File: src/rtl/crossword_vram_writer_pkg.sv
// Shared types, geometry constants and small cursor-arithmetic helpers
// for the crossword VRAM writer.
package crossword_pkg;

    localparam int GRID_ROWS  = 5;
    localparam int GRID_COLS  = 5;
    localparam int CELL_W_CH  = 10;
    localparam int CELL_H_CH  = 5;
    localparam int ORIGIN_COL = 5;
    localparam int ORIGIN_ROW = 7;
    localparam int WORDS_ROW  = 40;
    localparam int NUM_CELLS  = GRID_ROWS * GRID_COLS;

    localparam logic [7:0] CELL_COLOR  = 8'h10;
    localparam logic [7:0] CHAR_BLANK  = 8'h20;

    localparam logic [7:0] KC_A     = 8'h04;
    localparam logic [7:0] KC_Z     = 8'h1D;
    localparam logic [7:0] KC_BKSP  = 8'h2A;
    localparam logic [7:0] KC_RIGHT = 8'h4F;
    localparam logic [7:0] KC_LEFT  = 8'h50;
    localparam logic [7:0] KC_DOWN  = 8'h51;
    localparam logic [7:0] KC_UP    = 8'h52;

    // Distance from a HID letter usage code to its ASCII capital ('A' - 0x04).
    localparam logic [7:0] KC_TO_ASCII = 8'h3D;

    typedef enum logic [1:0] {
        INIT,
        IDLE,
        ERASE,
        DRAW
    } state_t;

    typedef struct packed {
        logic [2:0] row;
        logic [2:0] col;
    } cell_t;

    localparam cell_t LAST_CELL = '{row: 3'(GRID_ROWS - 1), col: 3'(GRID_COLS - 1)};

    function automatic logic [2:0] wrap_inc(input logic [2:0] v, input logic [2:0] lim);
        return (v == lim - 3'd1) ? 3'd0 : v + 3'd1;
    endfunction

    function automatic logic [2:0] wrap_dec(input logic [2:0] v, input logic [2:0] lim);
        return (v == 3'd0) ? lim - 3'd1 : v - 3'd1;
    endfunction

    function automatic cell_t next_raster(input cell_t c);
        cell_t n;
        n.col = wrap_inc(c.col, 3'(GRID_COLS));
        n.row = (c.col == 3'(GRID_COLS - 1)) ? wrap_inc(c.row, 3'(GRID_ROWS)) : c.row;
        return n;
    endfunction

    function automatic logic [4:0] cell_index(input cell_t c);
        return 5'(32'(c.row) * 32'(GRID_COLS) + 32'(c.col));
    endfunction

endpackage

File: src/rtl/crossword_vram_writer_if.sv
// Keyboard key stream and VRAM write port bundled as one interface;
// master is the writer, slave is the keyboard/VRAM side.
interface crossword_vram_writer_if;
    logic        key_valid;
    logic [7:0]  keycode;
    logic        key_ready;
    logic        wr_req;
    logic        wr_gnt;
    logic [11:0] wr_addr;
    logic [3:0]  wr_byte_en;
    logic [31:0] wr_data;

    modport master (
        input  key_valid,
        input  keycode,
        output key_ready,
        output wr_req,
        input  wr_gnt,
        output wr_addr,
        output wr_byte_en,
        output wr_data
    );

    modport slave (
        output key_valid,
        output keycode,
        input  key_ready,
        input  wr_req,
        output wr_gnt,
        input  wr_addr,
        input  wr_byte_en,
        input  wr_data
    );
endinterface

File: src/rtl/crossword_vram_writer_cell_addr.sv
// Maps a grid cell plus its character to a VRAM word address, byte lanes
// and lane-aligned write data; used by every write state.
module crossword_cell_addr
    import crossword_pkg::*;
(
    input  cell_t       cell_i,
    input  logic [6:0]  letter_i,
    input  logic        iv_i,
    output logic [11:0] addr_o,
    output logic [3:0]  byte_en_o,
    output logic [31:0] data_o
);

    logic [11:0] trow;
    logic [11:0] tcol;
    logic [7:0]  char_code;

    always_comb begin
        trow      = 12'(ORIGIN_ROW) + 12'(cell_i.row) * 12'(CELL_H_CH);
        tcol      = 12'(ORIGIN_COL) + 12'(cell_i.col) * 12'(CELL_W_CH);
        addr_o    = trow * 12'(WORDS_ROW) + (tcol >> 1);
        char_code = {iv_i, letter_i};
        // Two text characters share a word; odd columns live in the upper half.
        if (tcol[0]) begin
            byte_en_o = 4'b1100;
            data_o    = {char_code, CELL_COLOR, 16'h0000};
        end else begin
            byte_en_o = 4'b0011;
            data_o    = {16'h0000, char_code, CELL_COLOR};
        end
    end

endmodule

File: src/rtl/crossword_vram_writer.sv
// Keyboard-driven 5x5 crossword editor that paints letters and an inverse
// cursor into text-mode VRAM. Define AUTO_ADVANCE_EN to step the cursor after each letter.
module crossword_vram_writer
    import crossword_pkg::*;
(
    input  logic                   CLK,
    input  logic                   RESET,
    crossword_vram_writer_if.master bus,
    output logic [2:0]             cursor_row,
    output logic [2:0]             cursor_col,
    output logic                   busy
);

    state_t      state_q, state_d;
    cell_t       cursor_q, cursor_d;
    cell_t       old_q, old_d;
    cell_t       init_q, init_d;
    logic        wr_req_q, wr_req_d;
    logic [11:0] wr_addr_q, wr_addr_d;
    logic [3:0]  wr_be_q, wr_be_d;
    logic [31:0] wr_data_q, wr_data_d;

    // Shadow copy of the letters so redraws never need to read VRAM back.
    logic [7:0]  shadow_q [NUM_CELLS];
    logic        sh_we;
    logic [4:0]  sh_widx;
    logic [7:0]  sh_wdata;

    cell_t       src_cell;
    logic [6:0]  src_letter;
    logic        src_iv;
    logic [11:0] cell_addr;
    logic [3:0]  cell_be;
    logic [31:0] cell_data;

    crossword_cell_addr u_cell_addr (
        .cell_i    (src_cell),
        .letter_i  (src_letter),
        .iv_i      (src_iv),
        .addr_o    (cell_addr),
        .byte_en_o (cell_be),
        .data_o    (cell_data)
    );

    always_comb begin
        state_d    = state_q;
        cursor_d   = cursor_q;
        old_d      = old_q;
        init_d     = init_q;
        wr_req_d   = wr_req_q;
        wr_addr_d  = wr_addr_q;
        wr_be_d    = wr_be_q;
        wr_data_d  = wr_data_q;
        sh_we      = 1'b0;
        sh_widx    = cell_index(cursor_q);
        sh_wdata   = CHAR_BLANK;
        src_cell   = cursor_q;
        src_letter = CHAR_BLANK[6:0];
        src_iv     = 1'b0;

        unique case (state_q)
            INIT: src_cell = init_q;
            ERASE: begin
                src_cell   = old_q;
                src_letter = shadow_q[cell_index(old_q)][6:0];
            end
            DRAW: begin
                src_letter = shadow_q[cell_index(cursor_q)][6:0];
                src_iv     = 1'b1;
            end
            default: ;
        endcase

        if (state_q == IDLE) begin
            if (bus.key_valid) begin
                if (bus.keycode >= KC_A && bus.keycode <= KC_Z) begin
                    sh_we    = 1'b1;
                    sh_wdata = bus.keycode + KC_TO_ASCII;
`ifdef AUTO_ADVANCE_EN
                    old_d    = cursor_q;
                    cursor_d = next_raster(cursor_q);
                    state_d  = ERASE;
`else
                    state_d  = DRAW;
`endif
                end else begin
                    unique case (bus.keycode)
                        KC_BKSP: begin
                            sh_we   = 1'b1;
                            state_d = DRAW;
                        end
                        KC_RIGHT: begin
                            old_d        = cursor_q;
                            cursor_d.col = wrap_inc(cursor_q.col, 3'(GRID_COLS));
                            state_d      = ERASE;
                        end
                        KC_LEFT: begin
                            old_d        = cursor_q;
                            cursor_d.col = wrap_dec(cursor_q.col, 3'(GRID_COLS));
                            state_d      = ERASE;
                        end
                        KC_DOWN: begin
                            old_d        = cursor_q;
                            cursor_d.row = wrap_inc(cursor_q.row, 3'(GRID_ROWS));
                            state_d      = ERASE;
                        end
                        KC_UP: begin
                            old_d        = cursor_q;
                            cursor_d.row = wrap_dec(cursor_q.row, 3'(GRID_ROWS));
                            state_d      = ERASE;
                        end
                        default: ;
                    endcase
                end
            end
        end else if (!wr_req_q) begin
            // Load phase: present the current write; it then waits for a grant.
            wr_req_d  = 1'b1;
            wr_addr_d = cell_addr;
            wr_be_d   = cell_be;
            wr_data_d = cell_data;
        end else if (bus.wr_gnt) begin
            wr_req_d = 1'b0;
            unique case (state_q)
                INIT: begin
                    if (init_q == LAST_CELL) begin
                        init_d  = '0;
                        state_d = DRAW;
                    end else begin
                        init_d = next_raster(init_q);
                    end
                end
                ERASE:   state_d = DRAW;
                DRAW:    state_d = IDLE;
                default: ;
            endcase
        end
    end

    always_ff @(posedge CLK) begin
        if (RESET) begin
            state_q   <= INIT;
            cursor_q  <= '0;
            old_q     <= '0;
            init_q    <= '0;
            wr_req_q  <= 1'b0;
            wr_addr_q <= '0;
            wr_be_q   <= '0;
            wr_data_q <= '0;
        end else begin
            state_q   <= state_d;
            cursor_q  <= cursor_d;
            old_q     <= old_d;
            init_q    <= init_d;
            wr_req_q  <= wr_req_d;
            wr_addr_q <= wr_addr_d;
            wr_be_q   <= wr_be_d;
            wr_data_q <= wr_data_d;
        end
    end

    for (genvar gi = 0; gi < NUM_CELLS; gi++) begin : g_shadow
        always_ff @(posedge CLK) begin
            if (RESET) begin
                shadow_q[gi] <= CHAR_BLANK;
            end else if (sh_we && sh_widx == 5'(gi)) begin
                shadow_q[gi] <= sh_wdata;
            end
        end
    end

    assign bus.key_ready  = (state_q == IDLE);
    assign bus.wr_req     = wr_req_q;
    assign bus.wr_addr    = wr_addr_q;
    assign bus.wr_byte_en = wr_be_q;
    assign bus.wr_data    = wr_data_q;
    assign cursor_row     = cursor_q.row;
    assign cursor_col     = cursor_q.col;
    assign busy           = (state_q != IDLE);

endmodule

File: src/flat_wrapper.sv
// flat-port wrapper written by rule: the top's interface ports become plain ports
module crossword_vram_writer_flat import crossword_pkg::*;
  (CLK, RESET, cursor_row, cursor_col, busy, bus_key_valid, bus_keycode, bus_key_ready, bus_wr_req, bus_wr_gnt, bus_wr_addr, bus_wr_byte_en, bus_wr_data);
  crossword_vram_writer_if bus_i ();
  input  logic CLK;
  input  logic RESET;
  output logic [2:0] cursor_row;
  output logic [2:0] cursor_col;
  output logic busy;
  input wire logic [$bits(bus_i.key_valid)-1:0] bus_key_valid;
  input wire logic [$bits(bus_i.keycode)-1:0] bus_keycode;
  output wire logic [$bits(bus_i.key_ready)-1:0] bus_key_ready;
  output wire logic [$bits(bus_i.wr_req)-1:0] bus_wr_req;
  input wire logic [$bits(bus_i.wr_gnt)-1:0] bus_wr_gnt;
  output wire logic [$bits(bus_i.wr_addr)-1:0] bus_wr_addr;
  output wire logic [$bits(bus_i.wr_byte_en)-1:0] bus_wr_byte_en;
  output wire logic [$bits(bus_i.wr_data)-1:0] bus_wr_data;
  assign bus_i.key_valid = bus_key_valid;
  assign bus_i.keycode = bus_keycode;
  assign bus_key_ready = bus_i.key_ready;
  assign bus_wr_req = bus_i.wr_req;
  assign bus_i.wr_gnt = bus_wr_gnt;
  assign bus_wr_addr = bus_i.wr_addr;
  assign bus_wr_byte_en = bus_i.wr_byte_en;
  assign bus_wr_data = bus_i.wr_data;
  crossword_vram_writer u_core (.CLK(CLK), .RESET(RESET), .bus(bus_i), .cursor_row(cursor_row), .cursor_col(cursor_col), .busy(busy));
endmodule
File: config.mk
export PLATFORM = sky130hd
export DESIGN_NAME = crossword_vram_writer_flat
export DESIGN_NICKNAME = d
export VERILOG_FILES = /design/src/rtl/crossword_vram_writer_pkg.sv /design/src/rtl/crossword_vram_writer_if.sv /design/src/rtl/crossword_vram_writer_cell_addr.sv /design/src/rtl/crossword_vram_writer.sv /design/src/flat_wrapper.sv
export SDC_FILE = /design/constraint.sdc
export NUM_CORES = 1
export LEC_CHECK = 0
export CORE_MARGIN = 1
export CORE_UTILIZATION = 55
export DETAILED_ROUTE_END_ITERATION = 16
export GPL_ROUTABILITY_DRIVEN = 0
export GPL_TIMING_DRIVEN = 0
export PLACE_DENSITY = 0.76
export SLEW_MARGIN = 20
export SYNTH_ARGS = -nofsm -noshare
export SYNTH_HDL_FRONTEND = slang
export SYNTH_SLANG_ARGS = --single-unit
File: constraint.sdc
create_clock -name CLK -period 3.9 [get_ports CLK]
set_clock_uncertainty 0.05 [all_clocks]
set_input_delay 0.39 -clock CLK [delete_from_list [all_inputs] [get_ports CLK]]
set_output_delay 0.39 -clock CLK [all_outputs]
set_load 0.005 [all_outputs]
# Word-level counts from Yosys, hierarchy flattened
# Memories as Yosys holds them, arrays and structs flattened.
# Index checks and enable logic that the tools add are counted.
[word_totals] mem_count=1 reg_bits=69 elab_cells=278 ram_bits=200
[mem_list] memory="u_core.shadow_q" words=25 width=8 read_ports=2 rd_ports_with_merged_regs=0 wr=25 line="crossword_vram_writer.sv:24" text="logic [7:0] shadow_q [NUM_CELLS];"
[classes] mux=134 n_bitwise=28 n_eq_ne=41 magnitude_cmp=2 n_reduce_logical=44 addsub=12 n_mul=5
[op_table] cell="2-to-1 mux 8 bit" count=28
[op_table] cell="2-to-1 mux 1 bit" count=84
[op_table] cell="equality test 5 bit, second input constant" count=9
[op_table] cell="equality test 5 x 4 -> 1 bit, second input constant" count=8
[op_table] cell="equality test 8 x 7 -> 1 bit, second input constant" count=4
[op_table] cell="2-to-1 mux 32 bit" count=1
[op_table] cell="logical AND 1 bit" count=26
[op_table] cell="bitwise OR 1 bit" count=25
[op_table] cell="2-to-1 mux 3 bit" count=7
[op_table] cell="equality test 5 x 3 -> 1 bit, second input constant" count=4
[op_table] cell="AND reduction 4 bit" count=4
[op_table] cell="one-hot mux 7 bit (2 select lines)" count=1
[op_table] cell="adder 12 x 7 -> 12 bit" count=1
[op_table] cell="adder 3 x 1 -> 3 bit, second input constant" count=4
[op_table] cell="equality test 3 bit, second input constant" count=4
[op_table] cell="multiplier 3 x 3 -> 6 bit, second input constant" count=2
[op_table] cell="2-to-1 mux 2 bit" count=6
[op_table] cell="one-hot mux 3 bit (2 select lines)" count=2
[op_table] cell="one-hot mux 6 bit (2 select lines)" count=1
[op_table] cell="adder 5 x 3 -> 5 bit" count=2
[op_table] cell="equality test 5 x 2 -> 1 bit, second input constant" count=2
[op_table] cell="multiplier 3 x 3 -> 5 bit, second input constant" count=2
[op_table] cell="nonzero test 2 bit" count=5
[op_table] cell="multiplier 7 x 3 -> 9 bit, second input constant" count=1
[op_table] cell="other kinds (28)" count=33

# Depth between registers and ports, before layout
# Gate-level depths: netlist of the first run.
[depth] ltp_word=10 depth_mapped=18 mapped_depth_nobuf=17

# Hierarchy
# A second synthesis of the first run with hierarchy kept.
[hier_totals] hier_cells=1259 area_unflattened_um2=14279.9
[by_module_without_submodules] mod="crossword_vram_writer" cells_per_inst=1124 instances=1 area_each_um2=13232.7
[by_module_without_submodules] mod="crossword_cell_addr" cells_per_inst=135 instances=1 area_each_um2=1047.3

# Worst setup path after synthesis of the first run
# No wires, ideal clock.
[synth_timing] path_type="register -> register" startpoint="register u_core.state_q[1]" endpoint="register u_core.wr_addr_q[10], in the netlist u_core.bus.wr_addr[10]" path_stages_with_launch=18 path_slack_ps=-305 t_arrival_ps=4035 required_ps=3730 period_less_slack_ps=4205 setup_time_ps=120 cell_sequence="dfxtp_1 -> buf_1 -> mux2i_1 -> nor2_1 -> a21oi_1 -> inv_1 -> ha_1 -> ha_1 -> a21oi_1 -> xnor2_1 -> ha_1 -> ha_1 -> a21o_1 -> a21oi_1 -> xnor2_1 -> nor3b_1 -> nor4b_1 -> a211o_1"
[synth_between] elab_chain_len=6 elab_cells_between_ends=12 classes_between="add/sub (3); mul (3); eq/ne (2); mux (1); bitwise (1); reduce/logical (2)"
[synth_lines] element="start, declared" line="crossword_vram_writer.sv:14" text="state_t state_q, state_d;"
[synth_lines] element="start signal, assigned" line="crossword_vram_writer.sv:151" text="state_q <= state_d;"
[synth_lines] element="equality test 2 bit or zero test 2 bit (tied branches)" line="crossword_vram_writer.sv:61" text="unique case (state_q)"
[synth_lines] element="one-hot mux 6 bit (2 select lines)" line="crossword_vram_writer.sv:61"
[synth_lines] element="multiplier 3 x 3 -> 6 bit" line="crossword_vram_writer_cell_addr.sv:19" text="trow = 12'(ORIGIN_ROW) + 12'(cell_i.row) * 12'(CELL_H_CH);"
[synth_lines] element="adder 3 x 6 -> 7 bit" line="crossword_vram_writer_cell_addr.sv:19"
[synth_lines] element="multiplier 7 x 3 -> 9 bit" line="crossword_vram_writer_cell_addr.sv:21" text="addr_o = trow * 12'(WORDS_ROW) + (tcol >> 1);"
[synth_lines] element="adder 12 x 7 -> 12 bit" line="crossword_vram_writer_cell_addr.sv:21"
[synth_lines] element="end signal, assigned" line="crossword_vram_writer.sv:156" text="wr_addr_q <= wr_addr_d;"
[synth_lines] element="end, declared" line="crossword_vram_writer.sv:19" text="logic [11:0] wr_addr_q, wr_addr_d;"
# Parallel ways exist; a longest one is shown, timed or not.
# A chain may end at the register's enable or synchronous reset.

==> results.tsv, run 1 <==
metric	value	unit
critPathLaunchType	register	
wirelength	38700	um
r2r_cells	8	
crit_type	register to register	
worstSetupEndpoint	u_core.shadow_q[23][6]	
drc	0	
ys_ff_latch	217	
use_met1	41.5	%
hold_viol_final	0	
cts_tree	built	
postRouteAntennaNets	0	
grt_usage	32.5	%
grt_overflow	0	
finalInstanceArea	15000	um^2
vias_per_cell	6.50	
syn_avg_cell_area	11.3	um^2
p_total	5.33	mW
p_leak	5.41	nW
clk_pin_slew_worst_paths	60	ps
clock-sinks	217	
r2r-start	u_core.cursor_row[0]	
worstReg2RegEnd	u_core.shadow_q[23][6]	
busiest_layer	met2	
cellPowerDensity	355	nW/um^2
max_freq	0.251	GHz
crit_path_max_fanout	10	
post-route-min-period	3980	ps
io_buffers	40	
yosys_warnings	0	
seqCellArea	6100	um^2
drt-initial-drc-count	1478	
hp-class	register to register	
cts_max_level	1	
setup_viol	39	
status	complete, but fails checks	
post-dp-hpwl	27600	um
wire_per_inst	24.7	um
tightest_slew	884	ps
grt_max_degree	14	
fillers	1733	
place_inst	1521	
crit_arrival	4090	ps
ff2ff_setup_slack	-80	ps
dpl-instance-area	13900	um^2
irDropWorstVdd	256	uV
fin_ws	-82.8	ps
layout.nets	1309	
cts_buffer_depth	3	
crit_path_start	u_core.cursor_row[0]	
required	4010	ps
grt_setup_unrepaired	true	
post-route-util	65.6	%
synthCells	1144	
synthFlopType	edfxtp_1	
grt_pass1_wl	57500	um
dr.pass1.iters	6	
die_w	156	um
async_flop_share	0	%
yosysSeqAreaShare	47.0	%
placementRows	55	
finalCritPeriodShare	102	%
violations	setup timing	
ys_types	67	
netlist_area	13000	um^2
cts_buffers	24	
slew-limit-headroom	39.5	%
io_pins	69	
synth_edf_count	175	
instances_no_fill	1569	
chipHeight	156	um
initial_utilization	56.7	%
vias	10200	
antenna_found_initial	1	
multi_input_area	6520	um^2
diodes	0	
grt_util_met2	50.7	%
core	22800	um^2
drive_above_1_share	21.1	%
cap_violations	0	
cp-end-kind	register	
die-area	24200	um^2
grt_pass1_vias	9759	
use_met3	7.99	%
clkLatencyLatePin	540	ps
cts_root_buffer	clkbuf_16	
syn2layout_area_growth	15.6	%
drv_slew	0	
==> Yosys cell counts, types with 5 or more instances <==
cell type  number  area [um^2]
or3_1           8         50.1
nand2b_1       10         62.6
buf_2          19         95.1
o21ai_0        21          105
and2_1          6         37.5
a22oi_1         9         67.6
clkbuf_1       31          116
xnor2_1        16          140
ha_1           54          676
a21o_1          8         60.1
inv_1          48          180
dfxtp_1        42          841
nand4_1        12         75.1
mux2_2         13          146
nand3_1        48          240
buf_1           5         18.8
nand2_1       110          413
edfxtp_1      175         5260
buf_4          34          255
nor2b_1        11         68.8
nor3_1         17         85.1
mux2i_1        13          130
xor2_1          7         61.3
o22ai_1        10         62.6
a311oi_1        7         61.3
o21bai_1       28          210
mux4_2         74         1670
fa_1            5          100
a21oi_1        39          195
o311ai_0        6         52.6
nor2_1        170          638
a211oi_1       19          143
==> cell families (layout without fill, tap and decap cells) <==
group,Yosys count,in the layout,synth area share (%)
AOI/OAI and AO/OA,175,175,9.41
xor gates and xnor gates,24,24,1.68
adders and majority gates,59,59,5.99
buffers and inverters,141,229,5.43
DFF,217,217,47.0
muxes,100,100,15.0
other,1,25,0.0289
and+or+nand+nor,427,427,15.4
==> metal layers <==
metal,vias to the layer above,routed length (um)
met3,196,4800
met5,-,60
met4,4,2630
met2,788,17300
met1,4832,13900
li1,4383,-
==> area by class of cell <==
class | count | share of cell area [%]
buffer | 89 | 3.46
clock buffer | 31 | 4.47
clock inverter | 13 | 0.985
inverter | 49 | 1.23
multi-input combinational | 810 | 43.5
sequential | 217 | 40.7
tap | 313 | 2.61
timing repair buffer | 47 | 3.02
==> what timing repair did <==
action                                  CTS  global route
hold buffers                              0             0
setup buffers                             3             4
pin swaps                                 5             6
gates resized for setup                  35            35
endpoints found under the setup margin  160           187
==> per-stage QoR <==
step / TNS [ps] / hold WS (ps) / worst slack [ps]
floorplan: 0 / 398 / 17.5
global placement: -12340 / 390 / -449
detailed placement: -15120 / 394 / -518
CTS: -1600 / 400 / -113
global route: -9150 / 413 / -187
finish: -1460 / 399 / -82.8
==> critical path: stages, from the launching register on <==
cell and delay (ps):
dfxtp_1 540, ha_1 300, ha_1 320, fa_1 500
xnor2_2 520, and2_1 210, buf_2 260, nand2_1 180
o21bai_1 720
==> power by group <==
part | switching, mW | leakage [nW] | total [mW] | internal [mW]
Combinational | 0.176 | 2.99 | 0.325 | 0.149
Clock | 0.936 | 0.403 | 2.34 | 1.41
Sequential | 0.0582 | 2.02 | 2.66 | 2.60
==> cells in the final DEF, fill, tap and decap left out, types with 24 or more instances in the layout <==
| cell | n |
|---|---|
| a21oi_1 | 36 |
| buf_4 | 41 |
| clkbuf_1 | 24 |
| clkbuf_16 | 24 |
| clkdlybuf4s50_1 | 40 |
| conb_1 | 25 |
| dfxtp_1 | 39 |
| edfxtp_1 | 175 |
| ha_1 | 51 |
| inv_1 | 47 |
| mux4_2 | 74 |
| nand2_1 | 104 |
| nand3_1 | 48 |
| nor2_1 | 168 |
==> state kept, by name, indices dropped and copies added, names as in the netlist <==
signal and flops:
u_core.cursor_row 3, u_core.cursor_col 3, u_core.bus.wr_req 1, u_core.shadow_q 175, u_core.init_q 6, u_core.bus.wr_data 8, u_core.state_q 2, u_core.old_q 6
u_core.bus.wr_byte_en 1, u_core.bus.wr_addr 12
==> worst min path at each step <==
stage                          startpoint                    end  cells after the start
finish              u_core.bus.wr_addr[5]  u_core.bus.wr_addr[5]                      2
global route        u_core.bus.wr_addr[5]  u_core.bus.wr_addr[5]                      2
CTS                 u_core.bus.wr_addr[6]  u_core.bus.wr_addr[6]                      2
detailed placement  u_core.bus.wr_addr[6]  u_core.bus.wr_addr[6]                      2
global placement    u_core.bus.wr_addr[5]  u_core.bus.wr_addr[5]                      2
floorplan           u_core.bus.wr_addr[5]  u_core.bus.wr_addr[5]                      2
Power figures use the tool's default switching activity.
==> inputs of run 2 (changes only) <==
- GPL_TIMING_DRIVEN: 0 -> not set
==> run 2 against run 1 <==
The flow now finishes without violations. Critical path type unchanged. Via count decreased by 3.7%. Fmax up 7.0%. Sequential power is essentially flat. Non-clock buffer count fell by 20. Critical endpoint is now u_core.bus.wr_addr[8]. Global-route usage decreased by 3.5 points. Sequential cell count unchanged. Highest routed layer is now met4.
==> results.tsv, run 2 (synthesis gave the netlist of run 1 again) <==
metric	value	unit
grt_max_degree	56	
diodes	0	
p_seq_share	51.5	%
vias_per_cell	6.35	
die_w	156	um
postRouteAntennaNets	0	
dr.pass1.iters	7	
required	4270	ps
layout.nets	1289	
switching_power	1.11	mW
wirelength	34300	um
finalCritPeriodShare	95.4	%
core	22800	um^2
setup_viol	0	
hp-class	register to register	
syn2layout_area_growth	14.1	%
crit_type	register to register	
worstHoldPathCells	2	
critPathLaunchType	register	
grt_overflow	0	
crit_arrival	4090	ps
cts_max_level	1	
drive_above_1_share	19.4	%
max_freq	0.269	GHz
swShare	21.5	%
crit_path_max_fanout	5	
post-dp-hpwl	25400	um
slew-limit-headroom	49.7	%
intPower	4.05	mW
final_common_cell	edfxtp_1	
chipHeight	156	um
grt_pass1_vias	9624	
finalInstanceArea	14800	um^2
irDropWorstVdd	286	uV
tightest_slew	754	ps
cp-end-kind	register	
clock_power_share	42.6	%
drv_slew	0	
clock-sinks	217	
post-route-min-period	3720	ps
initial_utilization	56.7	%
cts_buffer_depth	3	
clk_pin_slew_worst_paths	60	ps
cts_tree	built	
cap_violations	0	
placementRows	55	
fillers	1788	
whs	401	ps
r2r_cells	14	
p_comb_share	5.8	%
die-area	24200	um^2
drc	0	
largest_reg_flops	175	
grt_setup_unrepaired	true	
wire_per_inst	22.2	um
cts_buffers	24	
io_buffers	43	
vias	9822	
io_pins	69	
hold_viol_final	0	
finalSetupTns	0	ps
ctsHoldBuffers	0	
antenna_found_initial	0	
clkLatencyLatePin	520	ps
grt_usage	29.0	%
cellPowerDensity	350	nW/um^2
cts_root_buffer	clkbuf_16	
grt_pass1_wl	53100	um
dpl-instance-area	13900	um^2
largest_register	u_core.shadow_q	
p_leak	5.26	nW
status	finished clean	
drt-initial-drc-count	1137	
final_cell_mix	edfxtp_1, nor2_1, nand2_1	
-- run 2: cell types whose count changed in the layout (fill, tap and decap cells not counted), sizes merged --
cell           delta
clkbuf           -28
buf               +7
clkinv            -2
bufinv            -1
clkdlybuf4s50     +2
-- run 2: what timing repair did --
action,in CTS,in global routing
setup buffers,0,0
setup endpoints to repair,1,4
endpoints found under the hold margin,0,0
resized for setup,2,16
pin swaps,0,4
-- run 2: worst paths after layout --
kind	end	start	slack (ps)
worst max-delay path	u_core.bus.wr_addr[8]	u_core.state_q[1]	180
worst max register to register	u_core.bus.wr_addr[8]	u_core.state_q[1]	180
worst min-delay path	u_core.bus.wr_addr[5]	u_core.bus.wr_addr[5]	400
worst min register to register	u_core.bus.wr_addr[5]	u_core.bus.wr_addr[5]	400
-- run 2: critical path, stage by stage, from the launching register on --
cell	delay (ps)
dfxtp_2	340
buf_4	150
mux2i_1	110
o21ai_1	320
inv_1	100
ha_2	200
fa_2	380
xor2_2	200
ha_1	280
ha_1	220
inv_1	80
fa_2	430
buf_4	150
or3_1	370
a311oi_1	240
-- run 2: per-stage QoR --
step                utilization (%)  instances  total power, mW  setup slack, ps
floorplan                         -       1168             2.88             17.5
global placement               61.0       1505             2.99              109
detailed placement             61.0       1505             3.01            -88.7
CTS                            64.3       1547             5.18             59.0
global route                   64.7       1547             5.30            -30.6
finish                         64.7       1547             5.17              179
-- run 2: per-layer routing --
metal / vias up / part of all wire [%] / GRT usage, %
li1: 4339 / - / -
met4: 0 / 5.2 / 14.0
met3: 130 / 8.6 / 4.99
met1: 4781 / 38 / 36.4
met5: - / 0 / 0
met2: 572 / 49 / 48.9
-- run 2: layout make-up --
class	instances	area, um^2	share of cell area [%]
inverter	49	184	1.24
sequential	217	6100	41.2
multi-input combinational	810	6360	43.0
tap	313	392	2.65
clock inverter	10	101	0.685
timing repair buffer	116	986	6.67
clock buffer	32	659	4.46
-- run 2: power by group through the flow --
stage / clock [mW] / combinational (mW) / sequential, mW
6_report: 2.20 / 0.302 / 2.66
5_1_grt: 2.31 / 0.322 / 2.67
3_3_place_gp: 0 / 0.294 / 2.70
4_1_cts: 2.22 / 0.298 / 2.66
3_5_place_dp: 0 / 0.297 / 2.71
2_1_floorplan: 0 / 0.203 / 2.68
==> inputs of run 3 (changes only) <==
- CAP_MARGIN: not set -> 15
- PLACE_DENSITY: 0.76 -> 0.77
==> run 3 against run 2 <==
Power rose by 1.8%. First-iteration DRC count barely moved. Critical path type unchanged. Fmax shrank 2.9%. Highest routed layer unchanged. Combinational power barely moved. Die area is the same.
==> results.tsv, run 3 (synthesis gave the netlist of run 1 again) <==
metric	value	unit
whs	404	ps
use_met3	4.32	%
crit_path_start	u_core.state_q[0]	
cts_buffers	24	
cts_root_buffer	clkbuf_16	
hp-class	register to register	
critPathLaunchType	register	
post-dp-hpwl	25100	um
wire_per_inst	21.9	um
io_buffers	43	
diodes	0	
postRouteAntennaNets	0	
ff2ff_setup_slack	70	ps
placementRows	55	
r2r_cells	15	
clk_pin_slew_worst_paths	60	ps
tightest_slew	774	ps
drt-initial-drc-count	1136	
core	22800	um^2
drive_above_1_share	19.9	%
irDropWorstVdd	242	uV
finalCritPeriodShare	98.2	%
drc	0	
clkLatencyLatePin	510	ps
final_common_cell	edfxtp_1	
post-route-util	65.1	%
cts_tree	built	
die-area	24200	um^2
grt_pass1_vias	9720	
max_freq	0.261	GHz
post-route-min-period	3830	ps
vias	9795	
io_pins	69	
grt_overflow	0	
worstReg2RegEnd	u_core.bus.wr_addr[10]	
grt_pass1_wl	52900	um
grt_max_degree	39	
grt_util_met2	48.4	%
status	finished clean	
die_w	156	um
largest_register	u_core.shadow_q	
antenna_found_initial	0	
initial_utilization	56.7	%
drv_slew	0	
vias_per_cell	6.31	
chipHeight	156	um
crit_type	register to register	
syn2layout_area_growth	14.8	%
p_leak	5.36	nW
dr.pass1.iters	8	
largest_reg_flops	175	
worstSetupEndpoint	u_core.bus.wr_addr[10]	
slew-limit-headroom	48.4	%
hold_viol_final	0	
setup_viol	0	
cp-end-kind	register	
final_cell_mix	edfxtp_1, nor2_1, nand2_1	
use_met1	36.0	%
grt_usage	28.7	%
crit_path_max_fanout	11	
cts_buffer_depth	3	
required	4240	ps
r2r-start	u_core.state_q[0]	
crit_arrival	4170	ps
worstHoldPathCells	2	
clock-sinks	217	
fillers	1692	
wirelength	34000	um
cap_violations	0	
cts_max_level	1	
busiest_layer	met2	
layout.nets	1292	
cellPowerDensity	354	nW/um^2
run 3: changes by cell type in the layout (fill, tap and decap cells not counted), sizes merged:
cell	previous run	this run
clkbuf	32	37
buf	74	77
clkinv	7	5
bufinv	2	1
clkinvlp	1	0
inv	49	50
run 3: per-stage QoR:
step	cell area (um^2)	total power, mW	std cells	setup slack [ps]	setup TNS, ps
5_1_grt	14900	5.39	1552	-104	-111
4_1_cts	14800	5.27	1551	45.5	0
2_1_floorplan	13100	2.88	1168	17.5	0
3_5_place_dp	13900	3.00	1507	10.7	0
3_3_place_gp	13900	2.99	1507	113	0
6_report	14900	5.26	1552	68.9	0
run 3: per-layer routing:
layer | share of wire (%) | up-vias
met1 | 37 | 4706
met2 | 48 | 613
li1 | - | 4361
met3 | 9.5 | 115
met4 | 5.3 | 0
met5 | 0 | -
run 3: cell type report:
| cell class | instances | area (um^2) | area share (%) |
|---|---|---|---|
| Clock inverter | 7 | 61.3 | 0.412 |
| Sequential cell | 217 | 6100 | 41.0 |
| Tap cell | 313 | 392 | 2.63 |
| Timing Repair Buffer | 119 | 1010 | 6.78 |
| Inverter | 49 | 184 | 1.24 |
| Clock buffer | 37 | 756 | 5.08 |
| Multi-Input combinational cell | 810 | 6370 | 42.9 |
run 3: timing repair:
item | CTS | global route
resized for setup | 1 | 18
endpoints found under the hold margin | 0 | 0
hold buffers | 0 | 0
endpoints found under the setup margin | 1 | 4
pin swaps | 0 | 3
buffers inserted | 0 | 1
run 3: power by group:
part | total (mW) | internal (mW) | switching, mW
sequential | 2.66 | 2.60 | 0.0610
combinational | 0.303 | 0.142 | 0.162
clock | 2.30 | 1.40 | 0.900
run 3: worst min path at each step:
stage                                      from                      to  slack [ps]
final                     u_core.bus.wr_addr[0]   u_core.bus.wr_addr[0]         400
after global placement    u_core.bus.wr_addr[6]   u_core.bus.wr_addr[6]         390
after global routing      u_core.bus.wr_addr[0]   u_core.bus.wr_addr[0]         420
after floorplan           u_core.bus.wr_addr[5]   u_core.bus.wr_addr[5]         400
after detailed placement  u_core.bus.wr_addr[0]   u_core.bus.wr_addr[0]         400
after CTS                                 RESET  u_core.bus.wr_data[27]         400
run 3: worst max-delay path, cell delays in order, from the launching register on:
cell     delay (ps)
dfxtp_1         530
nor2_1          100
a21oi_2         230
inv_1           100
ha_1            370
ha_4            290
a21oi_2         150
xnor2_1         170
ha_1            290
ha_1            300
a21o_1          210
a21oi_4         170
xnor2_2         140
nor3b_4         270
nor4b_2         100
a211o_1         260
